**src/rtl/fp_operand_unpack.sv**
```systemverilog
// fp_operand_unpack: unpacks/classifies two IEEE-754 singles, normalizing denormals one bit per cycle; FP_UNPACK_FTZ_EN flushes denormals to zero
module fp_operand_unpack #(
    parameter int EXP_W = 8,
    parameter int MAN_W = 23
) (
    input  logic                   clk,
    input  logic                   rst_n,
    input  logic                   in_valid,
    output logic                   in_ready,
    input  logic [EXP_W+MAN_W:0]   op_a,
    input  logic [EXP_W+MAN_W:0]   op_b,
    output logic                   out_valid,
    input  logic                   out_ready,
    output logic                   sign_a,
    output logic                   sign_b,
    output logic [EXP_W+1:0]       exp_a,
    output logic [EXP_W+1:0]       exp_b,
    output logic [MAN_W:0]         sig_a,
    output logic [MAN_W:0]         sig_b,
    output logic [4:0]             shift_a,
    output logic [4:0]             shift_b,
    output logic [3:0]             cls_a,
    output logic [3:0]             cls_b,
    output logic                   res_sign,
    output logic                   invalid
);
    typedef struct packed {
        logic             s;
        logic [EXP_W+1:0] e;
        logic [MAN_W:0]   m;
        logic [3:0]       c;
    } op_t;

    localparam logic [1:0] IDLE = 2'd0, NORM = 2'd1, HOLD = 2'd2;
    localparam logic [EXP_W+1:0] EXP_ONE = 1;

    function automatic op_t unpack(input logic [EXP_W+MAN_W:0] v);
        op_t o;
        logic [EXP_W-1:0] e;
        logic [MAN_W-1:0] m;
        logic z, d, i, n;
        e = v[MAN_W +: EXP_W];
        m = v[MAN_W-1:0];
        z = (e == '0) && (m == '0);
        d = (e == '0) && (m != '0);
        i = (&e) && (m == '0);
        n = (&e) && (m != '0);
        o.s = v[EXP_W+MAN_W];
`ifdef FP_UNPACK_FTZ_EN
        o.c = {n, i, d, z | d};
        o.m = (z | d) ? '0 : {1'b1, m};
        o.e = (z | d) ? '0 : {2'b00, e};
`else
        o.c = {n, i, d, z};
        o.m = z ? '0 : {~d, m};
        o.e = z ? '0 : d ? EXP_ONE : {2'b00, e};
`endif
        return o;
    endfunction

    logic [1:0] st;
    op_t        ua, ub;
    logic       need_a, need_b, done, go_norm;

    assign ua        = unpack(op_a);
    assign ub        = unpack(op_b);
    assign in_ready  = (st == IDLE);
    assign out_valid = (st == HOLD);
    assign need_a    = cls_a[1] & ~sig_a[MAN_W];
    assign need_b    = cls_b[1] & ~sig_b[MAN_W];
    assign done      = ~(need_a & ~sig_a[MAN_W-1]) & ~(need_b & ~sig_b[MAN_W-1]);
`ifdef FP_UNPACK_FTZ_EN
    assign go_norm   = 1'b0;
`else
    assign go_norm   = ua.c[1] | ub.c[1];
`endif

    always_ff @(posedge clk or negedge rst_n) begin
        if (!rst_n) begin
            st       <= IDLE;
            sign_a   <= 1'b0;
            sign_b   <= 1'b0;
            exp_a    <= '0;
            exp_b    <= '0;
            sig_a    <= '0;
            sig_b    <= '0;
            shift_a  <= '0;
            shift_b  <= '0;
            cls_a    <= '0;
            cls_b    <= '0;
            res_sign <= 1'b0;
            invalid  <= 1'b0;
        end else if (st == IDLE) begin
            if (in_valid) begin
                st       <= go_norm ? NORM : HOLD;
                sign_a   <= ua.s;
                sign_b   <= ub.s;
                exp_a    <= ua.e;
                exp_b    <= ub.e;
                sig_a    <= ua.m;
                sig_b    <= ub.m;
                shift_a  <= '0;
                shift_b  <= '0;
                cls_a    <= ua.c;
                cls_b    <= ub.c;
                res_sign <= ua.s ^ ub.s;
                invalid  <= ua.c[3] | ub.c[3] | (ua.c[2] & ub.c[0]) | (ua.c[0] & ub.c[2]);
            end
        end else if (st == NORM) begin
            if (done)
                st <= HOLD;
            if (need_a) begin
                sig_a   <= sig_a << 1;
                exp_a   <= exp_a - EXP_ONE;
                shift_a <= shift_a + 5'd1;
            end
            if (need_b) begin
                sig_b   <= sig_b << 1;
                exp_b   <= exp_b - EXP_ONE;
                shift_b <= shift_b + 5'd1;
            end
        end else if (out_ready) begin
            st <= IDLE;
        end
    end
endmodule
```
**config.mk**
```make
export PLATFORM = sky130hd
export DESIGN_NAME = fp_operand_unpack
export DESIGN_NICKNAME = d
export VERILOG_FILES = /design/src/rtl/fp_operand_unpack.sv
export SDC_FILE = /design/constraint.sdc
export NUM_CORES = 1
export LEC_CHECK = 0
export CAP_MARGIN = 20
export CELL_PAD_IN_SITES_DETAIL_PLACEMENT = 2
export CELL_PAD_IN_SITES_GLOBAL_PLACEMENT = 2
export CORE_ASPECT_RATIO = 0.75
export CORE_MARGIN = 2
export CORE_UTILIZATION = 23
export DETAILED_ROUTE_END_ITERATION = 8
export PLACE_DENSITY_LB_ADDON = 0.1
export SLEW_MARGIN = 20
export SYNTH_ARGS = -nofsm -noshare
export SYNTH_HDL_FRONTEND = slang
export SYNTH_SLANG_ARGS = --single-unit
export TNS_END_PERCENT = 1
```
**constraint.sdc**
```tcl
create_clock -name clk -period 1.7 [get_ports clk]
set_input_delay 0.17 -clock clk [delete_from_list [all_inputs] [get_ports clk]]
set_output_delay 0.17 -clock clk [all_outputs]
set_load 0.05 [all_outputs]
```
# Yosys cells after proc, flatten, opt, wreduce, memory -nomap -nowiden
# Index checks and enable logic that the tools add are counted.
dict set report classes {
  n_eq_ne 4
  n_mux 35
  n_reduce_logical 25
  n_addsub 4
  bitwise_logic 20
}
# cell count
set op_table {}
lappend op_table {{two-way mux 24 bit} 10}
lappend op_table {{two-way mux 10 bit} 8}
lappend op_table {{zero test 23 bit} 2}
lappend op_table {{nonzero test 23 bit} 2}
lappend op_table {{two-way mux 5 bit} 7}
lappend op_table {{two-way mux 8 bit} 4}
lappend op_table {{subtractor 10 x 1 -> 10 bit, second input constant} 2}
lappend op_table {{zero test 8 bit} 2}
lappend op_table {{AND reduction 8 bit} 2}
lappend op_table {{two-way mux 2 bit} 6}
lappend op_table {{adder 5 x 1 -> 5 bit, second input constant} 2}
lappend op_table {{AND reduction 3 bit} 3}
lappend op_table {{logical AND 1 bit} 8}
lappend op_table {{NOT 1 bit} 8}
lappend op_table {{AND 1 bit} 7}
lappend op_table {{nonzero test 2 bit} 3}
lappend op_table {{OR 1 bit} 4}
lappend op_table {{!= test 3 bit, second input constant} 1}
lappend op_table {{nonzero test 3 bit} 1}
lappend op_table {{equality test 2 x 1 -> 1 bit, second input constant} 1}
lappend op_table {{equality test 2 bit, second input constant} 1}
lappend op_table {{zero test 2 bit} 1}
lappend op_table {{!= test 2 bit, second input constant} 1}
lappend op_table {{AND reduction 2 bit} 1}
lappend op_table {{XOR 1 bit} 1}
dict set report totals {
  reg_bits 92
  out_inout_bits 92
}

# Longest topological paths before layout
dict set report logic_depth {
  depth_word 8
  ltp_mapped 8
  depth_no_buf 7
}

# Least setup slack after synthesis
# No wires, ideal clock.
dict set report synth_timing {
  kind {register to register}
  startpoint {register exp_a[0]}
  endpoint {register exp_a[8]}
  slack_ps -317
  required_ps 1580
  arrival_time_ps 1898
  path_stages_with_launch 8
  synth_period_minus_slack_ps 2017
  path_buffers 0
  path_cell_list {dfrtp_1 -> inv_1 -> ha_1 -> or3b_1 -> or3_4 -> nor3_2 -> xnor2_1 -> nor2_1}
}
dict set report synth_via {
  elab_chain_cells 4
}
# item line
set synth_rtl {}
lappend synth_rtl {{start, declared} 16} ;# output logic [EXP_W+1:0] exp_a,
lappend synth_rtl {{start signal, assigned} 98} ;# exp_a <= ua.e;
lappend synth_rtl {{start signal, assigned} 114} ;# exp_a <= exp_a - EXP_ONE;
lappend synth_rtl {{subtractor 10 x 1 -> 10 bit} 114}
lappend synth_rtl {{two-way mux 10 bit} 112} ;# if (need_a) begin
lappend synth_rtl {{two-way mux 10 bit} 109} ;# end else if (st == NORM) begin
lappend synth_rtl {{two-way mux 10 bit} 93} ;# end else if (st == IDLE) begin
# Every way passes these cells. The select of a mux whose other input is x is not followed.
# A chain may end at the register's enable or synchronous reset.

# Worst setup path in the final report
# Same ends and word-level chain as after synthesis.

==> flow_metrics.tcl <==
set metrics [dict create \
    ys_types 49 \
    drc 0 \
    syn-cell-area_sq_mm 0.00456 \
    finalSetupViolCount 3 \
    post-place-ws_ns -0.572 \
    core-area_sq_mm 0.0194 \
    pwr-share-clk_pct 17.3 \
    ant_nets 0 \
    r2r_end "exp_a[8]$_DFFE_PN0P_" \
    drt_iter0_drc 187 \
    antenna_found_initial 1 \
    grt_use_total_pct 17.9 \
    slowest_delay_ns 0.42 \
    r2r_cells 7 \
    violations "negative setup slack" \
    drt_first_pass_iters 4 \
    synth_seq_cells 92 \
    path_buf_inv 1 \
    power.net_switching_mw 7.18 \
    crit_type "reg2reg" \
    synth-edff-count 0 \
    numCtsBuffers 9 \
    ys.flop_type "dfrtp_1" \
    overflow 0 \
    slew-limit-headroom_pct 63.6 \
    path_cells "inv_2 > ha_4 > or3b_4 > or3_4 > nor3_4 > xnor2_1 > nor2_1" \
    ios 160 \
    switching_share_pct 49.1 \
    period_needed_ns 1.81 \
    synth_xor_area_share_pct 2.11 \
    hp-start "op_b[19]" \
    cp_slowest_cell "dfrtp_2" \
    worst_hold_slack_ns 0.144 \
    ys.warnings.count 0 \
    start_util_pct 23.6 \
    fin_crit_sh_pct 107 \
    netlist.area_leader.share_pct 50.4 \
    die_y_um 126 \
    postSynthCellCount 524 \
    synth-simple-area-share_pct 25.5 \
    insertion_delay_ns 0.35 \
    place_congestion 0.809 \
    rrSetupSlack_ns -0.11 \
    synth_area_leader_cell "dfrtp_1" \
    critPathLaunchType "register" \
    portBuffers 159 \
    hp-class "in2reg" \
    cts_num_sinks 92 \
    finalWirelength_mm 18.5 \
    rsz0062_at_grt "true" \
    synthTopCellsByCount "nand2_1 (132), dfrtp_1 (92), nor2_1 (70), a31oi_1 (45), a21oi_1 (23)" \
    n_fill_cell 2176 \
    die_x_um 167 \
    p_leak_nw 3.33 \
    max_freq_ghz 0.551 \
    drive_above_1_share_pct 29.2 \
    crit_path_end_kind "register" \
    clk_path_buf_depth 2 \
    internal-power_mw 7.44 \
    ys_top_cells_by_area "dfrtp_1 (50%), nand2_1 (11%), a31oi_1 (6.2%)" \
    cts_root_buffer "clkbuf_16" \
    muxShareOfSynthArea_pct 0 \
    seqPwrFrac_pct 25.9 \
    hold-path-cell-count 3 \
    htreeDepth 3 \
    r2r_start "exp_a[0]$_DFFE_PN0P_" \
    tightestPinTransition_ns 0.547 \
    irDropWorstVdd_uv 978 \
    hpwlAfterDp_mm 13.4 \
    seq_area_frac_synth_pct 50.4 \
    clkSlewWorstSetupHoldPaths_ns 0.07 \
    avgViaCountPerCell 4.75 \
    hold_viol_final 0 \
    fin_skew_ns 0.00381 \
    cp_max_fo 3 \
    vias 4769 \
    ys_async_sr_fraction_pct 100 \
    min_to "sig_b[19]$_DFFE_PN0P_" \
    yosysMostFrequentCell "nand2_1" \
    area_growth_pct 60.7 \
    rows 44 \
    worst_slack_ns -0.114 \
    grt_pass1_vias 5302 \
    synth_area_per_cell_sq_um 8.71 \
    cp_data_required_time_ns 1.94 \
    grt_max_degree 93 \
    syn-num-nets 596 \
    grt_pass1_wl_mm 30.0 \
    synth_fa_ha_area_share_pct 1.10 \
    powerDensity_mw_per_mm2 1990 \
    status "complete, but fails checks" \
    nNetsFinal 817 \
    critical-path-top-delay-family "simple AND/OR/NAND/NOR gates" \
    die_area_sq_mm 0.0210 \
    wire_per_inst_um 18.4 \
    synth_top_family_by_area "simple AND/OR/NAND/NOR gates" \
    cts_tree "done" \
    maxCapViolations 0 \
    cp.arrival_ns 2.05 \
    synth_compound_area_share_pct 16.1 \
    slew_violations 0 \
    combPwrFrac_pct 56.8 \
]
==> worst register-to-register path, stage by stage (launching register included) <==
cell and delay, ns:
dfrtp_2 0.42, inv_2 0.09, ha_4 0.14, or3b_4 0.39, or3_4 0.37, nor3_4 0.13, xnor2_1 0.13, nor2_1 0.05
==> metal layers <==
metal | vias up | GRT usage (%) | part of all wire (%) | wire, um
met5 | - | 0 | 0 | 0
met4 | 0 | 3.19 | 0.76 | 140
met3 | 11 | 4.56 | 4.5 | 838
met2 | 86 | 28.5 | 47 | 8690
met1 | 2394 | 24.9 | 48 | 8820
li1 | 2278 | - | - | -
==> placed cells by master, fill, tap and decap left out, drive strengths merged, types with 3 or more instances in the layout <==
master           n
buf            170
nand2          133
dfrtp           92
nor2            70
clkdlybuf4s50   63
a31oi           45
a21oi           23
o21ai           20
nor4            15
clkbuf          12
nand4           11
xor2             8
nor3             8
inv              8
o22ai            7
a22o             5
bufinv           4
dlymetal6s2s     4
ha               4
xnor2            3
or3              3
a22oi            3
nand3            3
o2bb2ai          3
dlygate4sd2      3
==> worst max-delay path by stage <==
stage | start | end | slack [ns] | cells after the start
after floorplan | exp_a[0]$_DFFE_PN0P_ | exp_a[8]$_DFFE_PN0P_ | -0.19 | 7
after global placement | op_b[0] | invalid$_DFFE_PN0P_ | -0.54 | 7
after detailed placement | op_b[0] | invalid$_DFFE_PN0P_ | -0.57 | 7
after CTS | exp_a[0]$_DFFE_PN0P_ | exp_a[8]$_DFFE_PN0P_ | -0.13 | 7
after global routing | exp_a[0]$_DFFE_PN0P_ | exp_a[8]$_DFFE_PN0P_ | -0.19 | 7
final | exp_a[0]$_DFFE_PN0P_ | exp_a[8]$_DFFE_PN0P_ | -0.11 | 7
==> metrics by stage <==
stage          instance area, sq um  cells  utilization, %  power (mW)  TNS (ns)
2_1_floorplan                  4570    524               -        8.80    -0.563
3_3_place_gp                   6770    984            34.9        11.7     -7.88
3_5_place_dp                   6770    984            34.9        11.9    -11.38
4_1_cts                        7250   1002            37.4        14.7    -0.280
5_1_grt                        7330   1003            37.8        15.5    -0.716
6_report                       7330   1004            37.8        14.6    -0.186
==> power groups by stage <==
| stage | clock network, mW | logic, mW | registers [mW] |
|---|---|---|---|
| after floorplan | 0 | 2.47 | 6.33 |
| after global placement | 0 | 7.92 | 3.75 |
| after detailed placement | 0 | 8.12 | 3.80 |
| after CTS | 2.61 | 8.33 | 3.78 |
| after global routing | 2.68 | 8.91 | 3.93 |
| final | 2.53 | 8.31 | 3.79 |
==> cell families (layout without fill, tap and decap cells) <==
family                     count (synthesis)  count (layout)
AOI/OAI and AO/OA                        118             118
adders and majority gates                  4               4
and+or+nand+nor                          259             259
other                                      0               1
buffers and inverters                     40             266
xor gates and xnor gates                  11              11
DFF                                       92              92
==> registers in the layout, indices dropped and copies added (netlist names), 2 cells and up <==
signal	cells
sig_b	24
shift_a	5
st	2
shift_b	5
exp_a	10
cls_a	4
cls_b	4
sig_a	24
exp_b	10
==> layout make-up <==
| cell class | count | area, sq um | area share, % |
|---|---|---|---|
| antenna | 1 | 2.50 | 0.0341 |
| multi-input combinational | 392 | 2180 | 29.7 |
| clock inverter | 4 | 120 | 1.64 |
| inverter | 8 | 32.5 | 0.444 |
| clock buffer | 12 | 246 | 3.36 |
| tap | 253 | 317 | 4.32 |
| timing repair buffer | 242 | 2130 | 29.0 |
| sequential | 92 | 2310 | 31.5 |
==> repair_timing <==
item,in CTS,in global routing
hold buffers,1,0
pin swaps,0,6
endpoints found under the hold margin,92,0
gates resized for setup,20,18
setup endpoints to repair,26,61
gates cloned,1,0
buffers inserted,0,1
(Power assumes the default switching activity.)
